$ cat src/rtl/addsub_seq.sv
// Sequencer for an external 4-bit adder: latches an add/subtract command, drives the
// conditioned operands, waits SETTLE_CYC cycles, captures the result and holds it until consumed.
module addsub_seq #(
  parameter int unsigned SETTLE_CYC = 1
) (
  input  logic       clk,
  input  logic       rst,
  input  logic       cmd_valid,
  output logic       cmd_ready,
  input  logic [3:0] cmd_a,
  input  logic [3:0] cmd_b,
  input  logic       cmd_mode,
  output logic [3:0] A,
  output logic [3:0] tmp,
  output logic       Cin,
  input  logic [3:0] So,
  input  logic       Cout,
  input  logic       overflow,
  output logic       res_valid,
  input  logic       res_ready,
  output logic [3:0] res_sum,
  output logic       res_cout,
  output logic       res_ovf,
  output logic       ovf_sticky,
  input  logic       ovf_clr,
  output logic [7:0] op_cnt
);

  localparam logic [3:0] CntLoad = 4'(SETTLE_CYC - 1);

  typedef enum logic [1:0] {IDLE, SETTLE, HOLD} state_e;

  state_e     state_q;
  logic [3:0] cnt_q, cnt_d;
  logic [3:0] op_a_q, op_b_q;
  logic       op_mode_q;
  logic       cmd_ready_q;
  logic       res_valid_q;
  logic [3:0] res_sum_q;
  logic       res_cout_q;
  logic       res_ovf_q;
  logic       ovf_sticky_q;
  logic [7:0] op_cnt_q, op_cnt_d;

  assign cnt_d    = cnt_q - 4'd1;
  assign op_cnt_d = op_cnt_q + 8'd1;

  // cmd_ready is registered so it stays low during reset and rises on the first edge after it.
  always_ff @(posedge clk or posedge rst) begin
    if (rst) begin
      state_q      <= IDLE;
      cnt_q        <= 4'd0;
      op_a_q       <= 4'd0;
      op_b_q       <= 4'd0;
      op_mode_q    <= 1'b0;
      cmd_ready_q  <= 1'b0;
      res_valid_q  <= 1'b0;
      res_sum_q    <= 4'd0;
      res_cout_q   <= 1'b0;
      res_ovf_q    <= 1'b0;
      ovf_sticky_q <= 1'b0;
      op_cnt_q     <= 8'd0;
    end else begin
      if (ovf_clr) begin
        ovf_sticky_q <= 1'b0;
      end
      case (state_q)
        IDLE: begin
          if (cmd_ready_q && cmd_valid) begin
            op_a_q      <= cmd_a;
            op_b_q      <= cmd_b ^ {4{cmd_mode}};
            op_mode_q   <= cmd_mode;
            cnt_q       <= CntLoad;
            cmd_ready_q <= 1'b0;
            state_q     <= SETTLE;
          end else begin
            cmd_ready_q <= 1'b1;
          end
        end
        SETTLE: begin
          if (cnt_q != 4'd0) begin
            cnt_q <= cnt_d;
          end else begin
            res_sum_q   <= So;
            res_cout_q  <= Cout;
            res_ovf_q   <= overflow;
            res_valid_q <= 1'b1;
            // A capture with overflow overrides a simultaneous clear.
            if (overflow) begin
              ovf_sticky_q <= 1'b1;
            end
            state_q <= HOLD;
          end
        end
        HOLD: begin
          if (res_ready) begin
            res_valid_q <= 1'b0;
            op_cnt_q    <= op_cnt_d;
            cmd_ready_q <= 1'b1;
            state_q     <= IDLE;
          end
        end
        default: begin
          state_q <= IDLE;
        end
      endcase
    end
  end

  assign cmd_ready  = cmd_ready_q;
  assign A          = op_a_q;
  assign tmp        = op_b_q;
  assign Cin        = op_mode_q;
  assign res_valid  = res_valid_q;
  assign res_sum    = res_sum_q;
  assign res_cout   = res_cout_q;
  assign res_ovf    = res_ovf_q;
  assign ovf_sticky = ovf_sticky_q;
  assign op_cnt     = op_cnt_q;

endmodule

$ cat config.mk
export PLATFORM = sky130hd
export DESIGN_NAME = addsub_seq
export DESIGN_NICKNAME = d
export VERILOG_FILES = /design/src/rtl/addsub_seq.sv
export SDC_FILE = /design/constraint.sdc
export NUM_CORES = 1
export LEC_CHECK = 0
export CORE_MARGIN = 3
export CORE_UTILIZATION = 49
export DETAILED_ROUTE_END_ITERATION = 12
export GPL_ROUTABILITY_DRIVEN = 0
export HOLD_SLACK_MARGIN = 0.1
export PLACE_DENSITY = 0.84
export SETUP_SLACK_MARGIN = 0.02
export SLEW_MARGIN = 20
export SYNTH_ARGS = -nofsm -noshare
export SYNTH_HDL_FRONTEND = slang
export SYNTH_SLANG_ARGS = --single-unit
$ cat constraint.sdc
create_clock -name clk -period 3.9 [get_ports clk]
set_clock_uncertainty 0.2 [all_clocks]
set_input_delay 0.78 -clock clk [delete_from_list [all_inputs] [get_ports clk]]
set_output_delay 0.78 -clock clk [all_outputs]
set_load 0.05 [all_outputs]
==> results.cfg <==
[cells_and_area]
fin_nets = 188
fin_area_um2 = 1960
n_antenna_cell = 0
syn_to_final_growth_pct = 35.9
mostFrequentLayoutCells = clkdlybuf4s50_1 (45), dfrtp_1 (32), mux2_2 (12)
final_util_pct = 70.5
drive_gt1_share_pct = 15.1
final_common_cell = clkdlybuf4s50_1

[synth]
ys_warn_count = 0
synth_cell_types = 28
synth_nets = 140
syn_area_um2 = 1440
seq_area_frac_synth_pct = 55.5
avgSynthCellArea_um2 = 12.3
ys_ff_latch = 32
synthCells = 117

[die]
start_util_pct = 51.9
die_h_um = 60.3
coreArea_um2 = 2780
ioPinCount = 46
dieArea_um2 = 3630
die_w_um = 60.3
num_rows = 19

[worst_setup_path]
rr_worst_depth = 5
rrSetupSlack_ns = 2.05
critical_path.top_delay_family = buffers and inverters
slowest_stage = clkdlybuf4s50_1
crit_path_max_fanout = 6
crit_path_end_kind = primary output
crit_type = flop to primary output
crit_chain = clkdlybuf4s50_1
path_buf_inv = 1
crit_required_ns = 2.92
crit_path_start_kind = flop
arrival_ns = 1.60
worstReg2RegStart = cnt_q[0]$_DFFE_PP0P_
max_stage_delay_ns = 0.84
reg2reg_to = res_sum[3]$_DFFE_PP0P_

[detailed_routing]
wl_per_cell_um = 13.9
firstDrtPassIters = 4
dr_total_vias = 1029
first_iter_violations = 16
viasPerCell = 5.22
drt_wl_total_mm = 2.74
drc = 0
antenna_left = 0

[grt]
grt_pass1_vias = 1070
antenna_found_initial = 0
track_usage_pct = 17.8
grt_start_max_net_pins = 33
grt-ovfl-total = 0
grt_pass1_wl_mm = 4.62

[power]
ir_drop_v = 0.000743
cellLeakagePower_nw = 0.871
powerDensity_nw_per_um2 = 888

[cts]
cts_sinks = 32
clk_pin_slew_ns = 0.09
clockBufferDepth = 2
post-cts-setup-buffers = 0
cts_tree = yes
root_buffer = clkbuf_4
cts_made_buffers = 5
worstSkewPairLatency_ns = 0.32
cts_hold_buffers = 0
htreeDepth = 2
ctsResizeCount = 0

[timing]
rsz0062_at_grt = false
tightest_slew_ns = 0.519
final_max_slew_viol_count = 0
relSlewSlack_pct = 65.3
fin_crit_sh_pct = 66.2
fin_setup_tns_ns = 0
max_clock_freq_ghz = 0.387
hold_viol_final = 0
setup_viol = 0
min_period_ns = 2.58

[hold_path]
hold_path_depth = 1
min_from = op_cnt[7]$_DFFE_PP0P_
hold_end = op_cnt[7]$_DFFE_PP0P_
hold_path.class = flop to flop

[place]
io_buffers = 45
dp_hpwl_mm = 2.09
postPlaceCellArea_um2 = 1900

[status]
status = finished clean

[run]
maxCapViolCount = 0
-- sequential cells by signal, summed over array words and instances (netlist names) --
| name | flops |
|---|---|
| cmd_ready | 1 |
| op_cnt | 8 |
| state_q | 2 |
| res_valid | 1 |
| Cin | 1 |
| res_cout | 1 |
| ovf_sticky | 1 |
| res_sum | 4 |
| tmp | 4 |
| res_ovf | 1 |
| A | 4 |
| cnt_q | 4 |
-- how the worst max path moves through the flow --
stage                                startpoint          endpoint  slack (ns)  cells after the start
final                     op_cnt[2]$_DFFE_PP0P_         op_cnt[2]        1.32                      1
after global routing      op_cnt[3]$_DFFE_PP0P_         op_cnt[3]        1.26                      1
after floorplan                       cmd_valid  A[0]$_DFFE_PP0P_        2.15                      3
after detailed placement              cmd_valid   Cin$_DFFE_PP0P_        1.46                      3
after CTS                 op_cnt[2]$_DFFE_PP0P_         op_cnt[2]        1.31                      1
after global placement                cmd_valid  A[0]$_DFFE_PP0P_        1.53                      3
-- metal layers --
metal	global-route usage, %	part of all wire, %	routed length (µm)	vias to the layer above
met1	18.8	38	1040	501
li1	-	-	-	493
met5	0	0	0	-
met4	8.54	1.7	46	0
met2	28.7	51	1410	30
met3	9.94	9.1	249	5
-- area by class of cell --
cell class	instances	area, µm²
tap	31	38.8
inverter	8	30.0
sequential	32	801
multi-input combinational	72	574
timing repair buffer	46	458
clock buffer	8	58.8
fill	192	821
-- cell usage after synthesis --
master	n	area (µm²)
nor4_1	1	6.26
or2_2	1	6.26
buf_1	1	3.75
or3_2	1	7.51
xnor2_1	7	61.3
ha_1	3	37.5
inv_1	8	30.0
a21oi_1	8	40.0
nand2b_1	1	6.26
nand3_1	1	5.00
o22ai_1	1	6.26
mux2_2	12	135
nor3b_4	1	18.8
buf_4	3	22.5
nand2_1	5	18.8
nand4b_1	1	8.76
nor3_1	4	20.0
dfrtp_1	32	801
o21ai_0	1	5.00
xor2_1	4	35.0
buf_6	1	11.3
nand3b_1	1	7.51
nand4_1	1	6.26
nand3b_4	2	40.0
mux2i_1	3	30.0
nor2_1	9	33.8
o2bb2ai_1	3	26.3
and4bb_2	1	12.5
-- where the power goes --
part | switching [mW] | total (mW) | leakage [nW] | internal (mW)
clock network | 0.101 | 0.190 | 0.0326 | 0.0889
logic | 0.588 | 0.967 | 0.455 | 0.379
registers | 0.117 | 0.585 | 0.384 | 0.467
total | 0.806 | 1.74 | 0.871 | 0.935
-- through the flow --
stage / hold WS [ns] / setup slack (ns) / power [mW] / cells
finish: 0.278 / 1.32 / 1.74 / 197
global route: 0.313 / 1.26 / 1.85 / 197
CTS: 0.285 / 1.31 / 1.76 / 197
detailed placement: 0.263 / 1.46 / 1.56 / 189
global placement: 0.256 / 1.53 / 1.54 / 189
floorplan: 0.299 / 2.15 / 1.27 / 117
-- kinds of logic after synthesis --
| family | count (synthesis) | synth area share [%] |
|---|---|---|
| and+or+nand+nor | 30 | 13.7 |
| muxes | 15 | 11.4 |
| AOI/OAI and AO/OA | 13 | 5.38 |
| buffers and inverters | 13 | 4.68 |
| xor gates and xnor gates | 11 | 6.68 |
| adders and majority gates | 3 | 2.60 |
| DFF | 32 | 55.5 |
No activity file was read; power rests on OpenSTA's default activity.
